==> config.mk <==
export PLATFORM = sky130hd
export DESIGN_NAME = jk_reg_array
export DESIGN_NICKNAME = d
export VERILOG_FILES = /design/src/rtl/jk_reg_pkg.sv /design/src/rtl/jk_cell.sv /design/src/rtl/jk_reg_array.sv
export SDC_FILE = /design/constraint.sdc
export NUM_CORES = 1
export LEC_CHECK = 0
export ABC_AREA = 1
export CELL_PAD_IN_SITES_DETAIL_PLACEMENT = 1
export CELL_PAD_IN_SITES_GLOBAL_PLACEMENT = 1
export CORE_MARGIN = 1
export CORE_UTILIZATION = 26
export CTS_CLUSTER_DIAMETER = 100
export DETAILED_ROUTE_END_ITERATION = 8
export PLACE_DENSITY_LB_ADDON = 0.3
export SLEW_MARGIN = 15
export SYNTH_ARGS = -nofsm -noshare
export SYNTH_HDL_FRONTEND = slang
export SYNTH_HIERARCHICAL = 1
export SYNTH_SLANG_ARGS = --single-unit
==> constraint.sdc <==
create_clock -name clk_i -period 1.9 [get_ports clk_i]
set_input_delay 0.19 -clock clk_i [delete_from_list [all_inputs] [get_ports clk_i]]
set_output_delay 0.19 -clock clk_i [all_outputs]
set_load 0.01 [all_outputs]
==> src/rtl/jk_reg_pkg.sv <==
// Shared mode codes, JK operation encodings and the JK next-state helper for jk_reg_array.
package jk_reg_pkg;

   localparam logic [1:0] JKM_JK    = 2'b00;
   localparam logic [1:0] JKM_UP    = 2'b01;
   localparam logic [1:0] JKM_SHIFT = 2'b10;
   localparam logic [1:0] JKM_DOWN  = 2'b11;

   // Encoded as {j, k}.
   typedef enum logic [1:0] {
      JkHold   = 2'b00,
      JkClear  = 2'b01,
      JkSet    = 2'b10,
      JkToggle = 2'b11
   } jk_op_e;

   function automatic logic jk_apply(input logic q, input logic j, input logic k);
      logic r;
      r = q;
      unique case (jk_op_e'({j, k}))
         JkHold:   r = q;
         JkClear:  r = 1'b0;
         JkSet:    r = 1'b1;
         JkToggle: r = ~q;
         default:  r = q;
      endcase
      return r;
   endfunction

endpackage

==> src/rtl/jk_cell.sv <==
// One JK storage bit: parallel load takes priority over the enabled JK update.
module jk_cell
   import jk_reg_pkg::*;
#(
   parameter logic RESET_VAL = 1'b0
) (
   input  logic clk_i,
   input  logic rst_ni,
   input  logic en_i,
   input  logic load_i,
   input  logic d_i,
   input  logic j_i,
   input  logic k_i,
   output logic q_o
);

   logic q_d, q_q;

   always_comb begin
      q_d = q_q;
      if (load_i) begin
         q_d = d_i;
      end else if (en_i) begin
         q_d = jk_apply(q_q, j_i, k_i);
      end
   end

   always_ff @(posedge clk_i or negedge rst_ni) begin
      if (!rst_ni) begin
         q_q <= RESET_VAL;
      end else begin
         q_q <= q_d;
      end
   end

   assign q_o = q_q;

endmodule

==> src/rtl/jk_reg_array.sv <==
// Bank of JK cells usable as JK register, up/down counter or shift register.
// Optional per-bit change flags when JKREG_CHANGE_FLAG_EN is defined.
module jk_reg_array
   import jk_reg_pkg::*;
#(
   parameter int unsigned      WIDTH     = 8,
   parameter logic [WIDTH-1:0] RESET_VAL = '0
) (
   input  logic             clk_i,
   input  logic             rst_ni,
   input  logic             en_i,
   input  logic [1:0]       mode_i,
   input  logic [WIDTH-1:0] j_i,
   input  logic [WIDTH-1:0] k_i,
   input  logic             load_i,
   input  logic [WIDTH-1:0] d_i,
   input  logic             sin_i,
   output logic [WIDTH-1:0] q_o,
   output logic             sout_o,
   output logic             co_o
`ifdef JKREG_CHANGE_FLAG_EN
   ,
   output logic [WIDTH-1:0] chg_o
`endif
);

   logic [WIDTH-1:0] j_eff, k_eff;
   logic [WIDTH-1:0] up_t, dn_t, shift_src;

   // Ripple toggle enables: bit i flips when all lower bits are 1 (up) or 0 (down).
   always_comb begin
      up_t    = '0;
      dn_t    = '0;
      up_t[0] = 1'b1;
      dn_t[0] = 1'b1;
      for (int unsigned i = 1; i < WIDTH; i++) begin
         up_t[i] = up_t[i-1] & q_o[i-1];
         dn_t[i] = dn_t[i-1] & ~q_o[i-1];
      end
   end

   assign shift_src = {q_o[WIDTH-2:0], sin_i};

   always_comb begin
      j_eff = j_i;
      k_eff = k_i;
      unique case (mode_i)
         JKM_JK: begin
            j_eff = j_i;
            k_eff = k_i;
         end
         JKM_UP: begin
            j_eff = up_t;
            k_eff = up_t;
         end
         JKM_SHIFT: begin
            j_eff = shift_src;
            k_eff = ~shift_src;
         end
         JKM_DOWN: begin
            j_eff = dn_t;
            k_eff = dn_t;
         end
         default: begin
            j_eff = j_i;
            k_eff = k_i;
         end
      endcase
   end

   for (genvar i = 0; i < WIDTH; i++) begin : g_cell
      jk_cell #(
         .RESET_VAL (RESET_VAL[i])
      ) u_cell (
         .clk_i  (clk_i),
         .rst_ni (rst_ni),
         .en_i   (en_i),
         .load_i (load_i),
         .d_i    (d_i[i]),
         .j_i    (j_eff[i]),
         .k_i    (k_eff[i]),
         .q_o    (q_o[i])
      );
   end

   assign sout_o = q_o[WIDTH-1];
   assign co_o   = en_i & ~load_i &
                   (((mode_i == JKM_UP) & (&q_o)) | ((mode_i == JKM_DOWN) & ~(|q_o)));

`ifdef JKREG_CHANGE_FLAG_EN
   logic [WIDTH-1:0] q_nxt;
   logic [WIDTH-1:0] chg_d, chg_q;

   // Mirrors the cell next-state so the flag lands in the cycle right after the change.
   always_comb begin
      q_nxt = q_o;
      for (int unsigned i = 0; i < WIDTH; i++) begin
         if (load_i) begin
            q_nxt[i] = d_i[i];
         end else if (en_i) begin
            q_nxt[i] = jk_apply(q_o[i], j_eff[i], k_eff[i]);
         end
      end
      chg_d = q_nxt ^ q_o;
   end

   always_ff @(posedge clk_i or negedge rst_ni) begin
      if (!rst_ni) begin
         chg_q <= '0;
      end else begin
         chg_q <= chg_d;
      end
   end

   assign chg_o = chg_q;
`endif

endmodule

Word-level counts from Yosys, hierarchy flattened. Index checks and enable logic that the tools add are counted.

Flip-flop bits (word level): 8. Input bits: 31. Output and inout port bits: 10. Word-level logic and storage cells: 117.

Equality and inequality tests: 35. Muxes and demuxes: 26. Bitwise gates (word level): 28. Reduce and logical (&&, ||, !) cells: 20.

Operator list (number): $pmux W8 S4 (2); $eq A2 B2 Y1 const B (18); $pmux W1 S3 (8); $eq A2 B1 Y1 const B (9); $logic_not A2 Y1 (9); $and A1 B1 Y1 (16); $mux W1 (16); $ne A2 B2 Y1 const B (8); $reduce_and A2 Y1 (8); $not A1 Y1 (10); $not A8 Y8 (1); $reduce_and A8 Y1 (1); $reduce_or A8 Y1 (1); $reduce_bool A2 Y1 (1); $or A1 B1 Y1 (1).

Depth between registers and ports, before layout.
Depth after elaboration: 12. Mapped depth: 10. Mapped depth without buffers: 9.

Modules after synthesis. The synthesis kept the hierarchy.

By module, submodules not included: jk_cell (times used 8, cells an instance 9, area an instance 57.6 um^2, sequential area each 25.0 um^2); jk_reg_array (times used 1, cells an instance 91, area an instance 431.7 um^2, sequential area each 0.0 um^2).

Least setup slack after synthesis. Ideal clock, no wire load.

Path kind: register -> register. From: reg g_cell[0].u_cell.q_q. To: reg g_cell[7].u_cell.q_q. Setup time: 0.117 ns. Arrival: 1.302 ns. Required time: 1.783 ns. Path slack: 0.481 ns. Stages on the path, launching flop included: 10. Path buffers: 1. Period minus slack after synthesis: 1.419 ns. Path through: dfrtp_1 -> buf_2 -> nor2_4 -> nand2_1 -> nor2_1 -> nand3_1 -> nand4_1 -> nand3_1 -> nand3_1 -> nand2_1.

Longest elaborated chain between the ends: 12. Elaborated cells between the ends (all ways): 24. Those cells by class: eq/ne (4); mux (5); bitwise (13); reduce/logical (2).

RTL lines: start, declared (RTL line jk_cell.sv:17) `logic q_d, q_q;`; start signal, assigned (RTL line jk_cell.sv:32) `q_q <= q_d;`; $not A1 Y1 (RTL line jk_reg_array.sv:38) `dn_t[i] = dn_t[i-1] & ~q_o[i-1];`; $and A1 B1 Y1 (6 in series) (RTL line jk_reg_array.sv:38); $pmux W8 S4 * (RTL line jk_reg_array.sv:47) `unique case (mode_i)`; via k_eff[7] (RTL line jk_reg_array.sv:27) `logic [WIDTH-1:0] j_eff, k_eff;`; $eq A2 B2 Y1 / $eq A2 B1 Y1 (equally long branches) (RTL line jk_reg_pkg.sv:20) `unique case (jk_op_e'({j, k}))`; $pmux W1 S3 (RTL line jk_reg_pkg.sv:20); $mux W1 (RTL line jk_cell.sv:23) `end else if (en_i) begin`; $mux W1 (RTL line jk_cell.sv:21) `if (load_i) begin`; end signal, assigned (RTL line jk_cell.sv:32); end, declared (RTL line jk_cell.sv:17).

Mark *: on every way through the listed nets, which the timed path passes. The rest lies on a longest branch. The select of a mux whose other input is x is not followed. A chain may end at the register's enable or synchronous reset.

Worst setup path in the final report.
From: reg g_cell[5].u_cell.q_q. To: out co_o.

Longest elaborated chain between the ends: 5. Elaborated cells between the ends (all ways): 7. Those cells by class: bitwise (5); reduce/logical (2).

RTL lines: start, declared (RTL line jk_cell.sv:17); start signal, assigned (RTL line jk_cell.sv:32); $reduce_or A8 Y1 (RTL line jk_reg_array.sv:88) `(((mode_i == JKM_UP) & (&q_o)) | ((mode_i == JKM_DOWN) & ~(|q_o)));`; $not A1 Y1 (RTL line jk_reg_array.sv:88); $and A1 B1 Y1 (RTL line jk_reg_array.sv:88); $or A1 B1 Y1 * (RTL line jk_reg_array.sv:88); $and A1 B1 Y1 * (RTL line jk_reg_array.sv:87) `assign co_o = en_i & ~load_i &`; end, declared (RTL line jk_reg_array.sv:20) `output logic co_o`.

Mark *: on every way between the ends. The rest lies on a longest branch, timed or not.

==> metrics.md <==
| Metric | Value |
|---|---|
| Status | finished, final reports clean |
| Commonest cells in the netlist | nand2_1, inv_1, nand3_1, nand4_1, dfrtp_1 |
| Non-filler instance count after layout | around 260 |
| R2R depth | 8 |
| Max-slew violations | 0 |
| # setup viols final | 0 |
| Post_cts resized | 1 |
| Max FFs per register | 8 |
| Clock Skew | 0.005331 ns |
| Logic pwr share | 0.489 |
| CP Launch Type | register |
| Fin Hold WS | between 0.2 and 0.25 ns |
| Die footprint | 3669 sq um |
| TritonCTS Buffers | 3 |
| CP required | roughly 1.7 ns |
| Worst path cell trace | nor2_1 > nand2_1 > nor2_1 > nand2_1 > a21oi_1 > dlygate4sd2_1 |
| Leak | 0.7330 nW |
| Unique cell type count in the Yosys netlist | 16 |
| Final hold viol count | 0 |
| Clk Latency, worst-skew pair | 0.26 ns |
| Post-DP HPWL | 2844 microns |
| Core ar. | 3153 sq um |
| Vias | 1286 |
| Clock network power share | 0.201 |
| Final wirelength | 3375 microns |
| Leading area contributor after synthesis | nand2_1 |
| CTS Sinks | 8 |
| Cell row count | 20 |
| Period Utilization, post-route | 0.9282 |
| Largest net degree at the start of global routing | 17 |
| Crit path max-delay cell type | dfrtp_1 |
| Slew headroom | 0.7267 |
| Share of cells above drive strength 1 | 0.1096 |
| Worst-Margin Slew | 0.4087 ns |
| F_max | 0.5670 GHz |
| Top FF cell, synth | dfrtp_1 |
| Global-route wire length before repair | about 5600 microns |
| Yosys warns | 6 |
| CP max stage delay | approximately 0.45 ns |
| Post-layout min period | 1.764 ns |
| Port Buf Inserts | 40 |
| Antenna violations before repair | 0 |
| Switching power | 250.7 uW |
| Number of flops mapped to enable cells by yosys | 0 |
| RSZ-0062 raised after global routing | false |
| Vias in the first global route | 1341 |
| Reg power frac | 0.310 |
| Postcts setup bufs | 0 |
| Worst hold path type | input pin to asynchronous set/reset pin |
| Async SR Flop Fraction | 1.000 |
| Chip height | a little over 60 microns |
| Root Buffer Master | clkbuf_4 |
| RePlAce Congestion | 0.8634 |
| CTS tree | yes |
| Top Ports | 41 |
| Clock Path Buffers | 2 |
| N_diodes | 0 |
| Starting Density | 0.2829 |
| Max-cap violations | 0 |
| Area Growth Syn to Fin | 64.94% |
| GRT overflow | 0 |
| Final layout net count | 252 |
| Dpl cells | 260 |
| Seq cells post-synth | 8 |
| Gr usage total | 0.2074 |
| # DRC | 0 |
| Net Count, Synth | 194 |
| Post-DR wirelength/cell | roughly 13 microns |
| Crit. End Element | primary output |
| H-tree levels | 1 |
| Vias/cell | 4.890 |
| Mapped Cells | 163 |
| Hold Buf Count CTS | 0 |
| Dominant cells by area after synthesis | nand2_1, dfrtp_1, nand3_1 |
| PD cells | 467.4 nW/um^2 |
| Top cell type's share of synthesized area | 0.2945 |
| Die span in x | 60.58 microns |
| ANT nets after route | 0 |
| Worst-path maximum fanout | 7 |
| Net Sw Frac | 0.3645 |
| Synth Area per Inst | about 5.5 sq um |
| Power Internal | 437.1 uW |
| Post-layout utilization of the core | 0.4667 |
| Maximum vdd drop | 243.2 uV |
| WP data arrival | roughly 1.6 ns |
| Critical path class | register to primary output |
| Initial DRC count | 44 |
| First-pass detailed-route iteration total | 4 |
| FILL cells | 462 |
| Mapped cell area | 892.1 sq um |
| Worst-path clk slew | ~0.06 ns |
| Sequential area share after synthesis | 0.2244 |
| Count leader, synth | nand2_1 |
==> path summary, 6_finish.rpt <==
check	startpoint	endpoint	slack [ns]
max reg2reg	g_cell[0].u_cell/q_o$_DFFE_PN0P_	g_cell[7].u_cell/q_o$_DFFE_PN0P_	0.43
min	rst_ni	g_cell[2].u_cell/q_o$_DFFE_PN0P_	0.22
max	g_cell[5].u_cell/q_o$_DFFE_PN0P_	co_o	0.14
min reg2reg	g_cell[7].u_cell/q_o$_DFFE_PN0P_	g_cell[7].u_cell/q_o$_DFFE_PN0P_	0.69
max in group asynchronous	rst_ni	g_cell[4].u_cell/q_o$_DFFE_PN0P_	1.39
min in group clk_i	d_i[3]	g_cell[3].u_cell/q_o$_DFFE_PN0P_	0.46
==> logic make-up (layout without fill, tap and decap cells) <==
logic type	after synthesis	after routing	synth area share
compound gates	10	10	0.07993
buf+inv	29	85	0.1290
flops	8	8	0.2244
simple gates	116	116	0.5666
==> metal layers <==
layer  part of all wire  GRT usage  wire length, microns  vias up
met5                  0          0                     0        -
met4              0.018    0.08766                    60        0
met3              0.044    0.03625                   147        8
met2               0.52     0.3815                  1739       35
met1               0.42     0.2344                  1428      602
li1                   -          -                     -      641
==> power by group through the flow <==
| stage | Combinational [mW] | Clock [mW] | Sequential [mW] |
|---|---|---|---|
| after floorplan | 0.127 | 0 | 0.232 |
| after global placement | 0.325 | 0 | 0.214 |
| after detailed placement | 0.341 | 0 | 0.216 |
| after CTS | 0.342 | 0.144 | 0.213 |
| after global routing | 0.374 | 0.149 | 0.217 |
| final | 0.336 | 0.138 | 0.213 |
==> stage by stage <==
step	setup WS [ns]	setup TNS, ns	total power [mW]	cell area [sq um]
2_1_floorplan	0.4809	0	0.3592	892.1
3_3_place_gp	-0.01529	-0.01529	0.5393	1450
6_report	0.1364	0	0.6878	1471
3_5_place_dp	-0.01990	-0.01990	0.5572	1450
4_1_cts	0.1116	0	0.6990	1471
5_1_grt	0.04133	0	0.7404	1471
==> placed cells by master, fill, tap and decap left out <==
cell,n
a21oi_1,3
buf_4,16
clkbuf_4,3
clkdlybuf4s50_1,39
dfrtp_1,8
dlygate4sd2_1,1
inv_1,25
inv_2,1
nand2_1,70
nand3_1,25
nand4_1,9
nor2_1,7
nor2_2,3
nor2_4,1
nor3_1,1
o2111ai_1,5
o211ai_1,1
o21ai_1,1
==> cell type report <==
type                            instances  area (sq um)  share of cell area
Timing Repair Buffer                   56         519.2              0.3529
Tap cell                               44         55.05             0.03741
Sequential cell                         8         200.2              0.1361
Inverter                               26         97.59             0.06633
Multi-Input combinational cell        126         576.8              0.3920
Clock buffer                            3         22.52             0.01531
==> worst max-delay path, delay by kind of cell, from the launching register on <==
| family | cells | cell delay, ns |
|---|---|---|
| compound gates | 1 | 0.15 |
| buf+inv | 1 | 0.29 |
| flops | 1 | 0.45 |
| simple gates | 4 | 0.42 |
Power figures use the tool's default switching activity.
==> RTL edit, RTL diff (config.mk and constraints unchanged) <==
Add a define of `JKREG_CHANGE_FLAG_EN`.
--- a/src/rtl/jk_reg_array.sv
+++ b/src/rtl/jk_reg_array.sv
@@ -1,5 +1,7 @@
 // Bank of JK cells usable as JK register, up/down counter or shift register.
 // Optional per-bit change flags when JKREG_CHANGE_FLAG_EN is defined.
+`define JKREG_CHANGE_FLAG_EN
+
 module jk_reg_array
    import jk_reg_pkg::*;
 #(
Formal check against the unedited RTL (old outputs only; new: chg_o): equivalent (Yosys induction, for registers that start in step).
==> RTL edit against the original RTL <==
- synthesized area grew 73%
- cell area grew 56%
- wire length grew 61%
- count of clock-buffer cells in the layout is the same
- sequential cell count grew 8
- setup slack gained 0.038 ns
- synthesized cell count grew 58%
- total power grew 80%
- largest cell class unchanged
==> RTL edit: results (changes against the original RTL) <==
Setup path
  • FF-to-FF path depth: 10 (+2)
  • Worst setup path endpoint: co_o
  • Worst R2R End: g_cell[7].u_cell/q_o
  • Worst reg2reg setup slack: 0.38 ns (-0.05 ns)
  • Max incr delay on CP: 0.42 ns (-0.03 ns)
  • Slowest stage cell, crit path: dfrtp_1
  • Critical Path AT: 1.54 ns (-0.03 ns)
  • Crit path from: g_cell[1].u_cell/q_o
  • Crit-path max FO: 3 (-4)

Placement
  • RePlAce Congestion: 0.783 (-9.3%)
  • Dpl hpwl: 4180 microns (+47%)
  • Port bufs: 48 (+20%)

Layout
  • Final #Nets: 362 (+44%)
  • Number of diodes: 0 (unchanged)
  • # fillers: 768 (+66%)
  • Share of cells above drive strength 1: 16.1% (+5.2 points)

Clock network
  • Post-CTS Setup Inserts: 0 (unchanged)
  • H-tree Lvls: 1 (unchanged)
  • Post-CTS Resized: 2 (+1)
  • CTS root buf: clkbuf_8
  • Number of buffers inserted by hold repair at cts: 0 (unchanged)

Routing
  • Vias per cell: 4.62 (-5.5%)
  • Drt first pass iters: 4 (unchanged)
  • Final WL: 5450 microns (+61%)
  • DRT iter0 DRCs: 59 (+34%)

Outcome
  • Status: finished clean

Logic synthesis
  • Register area share after synthesis: 26.0% (+3.5 points)
  • Distinct cell type count after synthesis: 28 (+12)
  • Top post-synthesis cells by count: nand2_1, inv_1, nand3_1
  • Synthesized Nets: 289 (+49%)
  • Async set-reset flop share out of synthesis: 100% (unchanged)
  • Top cells by area, synth: dfrtp_1, nand2_1, inv_1

STA
  • Slew headroom: 82.2% (+9.5 points)
  • Final Skew: 0.00537 ns (+0.0000368 ns)

Power and ir drop
  • Maximum vdd drop: 0.000223 V (-8.4%)
  • Sw frac: 35.9% (-0.53 points)
  • Leakage: 0.00118 uW (+60%)

Global routing
  • Global-route wire length before repair: 9570 microns (+70%)
  • Tot GR Track Use: 19.9% (-0.82 points)
  • Number of global-route vias before repair: 1955 (+46%)
  • Pin count of the biggest net entering global routing: 21 (+4)

Min path
  • Min-delay worst type: in2async
==> RTL edit: cell count changes in the layout (fill, tap and decap cells not counted), moves of 5 or more <==
| cell | unedited run | this run |
|---|---|---|
| or2_0 | 0 | 5 |
| buf_4 | 16 | 27 |
| nand2_1 | 70 | 84 |
| inv_1 | 25 | 42 |
| o21ai_0 | 0 | 12 |
| clkdlybuf4s50_1 | 39 | 46 |
| nand4_1 | 9 | 2 |
| dfrtp_1 | 8 | 16 |
| nand3_1 | 25 | 31 |
| nor2_1 | 7 | 17 |
==> RTL edit: kinds of logic (layout without fill, tap and decap cells) <==
kind of cell | Yosys count | in the layout | share of synthesized area, %
and+or+nand+nor | 156 | 156 | 46.3
buffers and inverters | 53 | 124 | 14.6
AOI/OAI and AO/OA | 33 | 33 | 13.2
DFF | 16 | 16 | 26.0
==> RTL edit: layer usage <==
layer  GRT usage (%)  vias to the layer above  wire length, microns
li1                -                      951                     -
met1            27.1                      851                  2650
met2            32.8                       46                  2460
met3            2.07                        5                   256
met4            6.36                        0                    82
met5               0                        -                     0
==> RTL edit: worst min-delay path by stage <==
stage                      start                    to  slack, ns  depth (start not counted)
after floorplan           rst_ni              chg_o[0]      -0.11                          0
after global placement    rst_ni              chg_o[2]       0.55                          2
after detailed placement  rst_ni              chg_o[2]       0.55                          2
after CTS                 rst_ni              chg_o[1]       0.28                          2
after global routing      rst_ni              chg_o[2]       0.32                          2
final                     rst_ni  g_cell[6].u_cell/q_o       0.28                          2
==> RTL edit: power by group through the flow <==
stage          clock, uW  sequential (uW)  combinational, uW
6_report             271              409                558
5_1_grt              291              415                627
4_1_cts              285              410                564
3_5_place_dp           0              416                562
3_3_place_gp           0              415                554
2_1_floorplan          0              446                242
==> RTL edit: worst max-delay path: cells and delay by family (launching register included) <==
kind                   cells  cell delay (ns)
AND/OR/NAND/NOR            4             0.44
buffers and inverters      2             0.23
flip-flops                 1             0.42
AO/OA/AOI/OAI              2             0.21
==> RTL edit: layout make-up <==
type	count	area share, %
multi-input combinational	189	39.9
timing repair buffer	75	29.5
sequential	16	17.4
inverter	46	7.52
tap	72	3.92
clock buffer	3	1.80
==> RTL edit: stage by stage <==
step / cell area [sq um] / worst slack (ns) / instances / total power, uW / setup TNS (ns)
final: 2300 / 0.174 / 401 / 1240 / 0
after global routing: 2300 / 0.0534 / 401 / 1330 / 0
after CTS: 2300 / 0.0421 / 401 / 1260 / 0
after detailed placement: 2260 / -0.226 / 398 / 978 / -0.226
after global placement: 2260 / -0.132 / 398 / 969 / -0.132
after floorplan: 1540 / 0.387 / 258 / 688 / 0
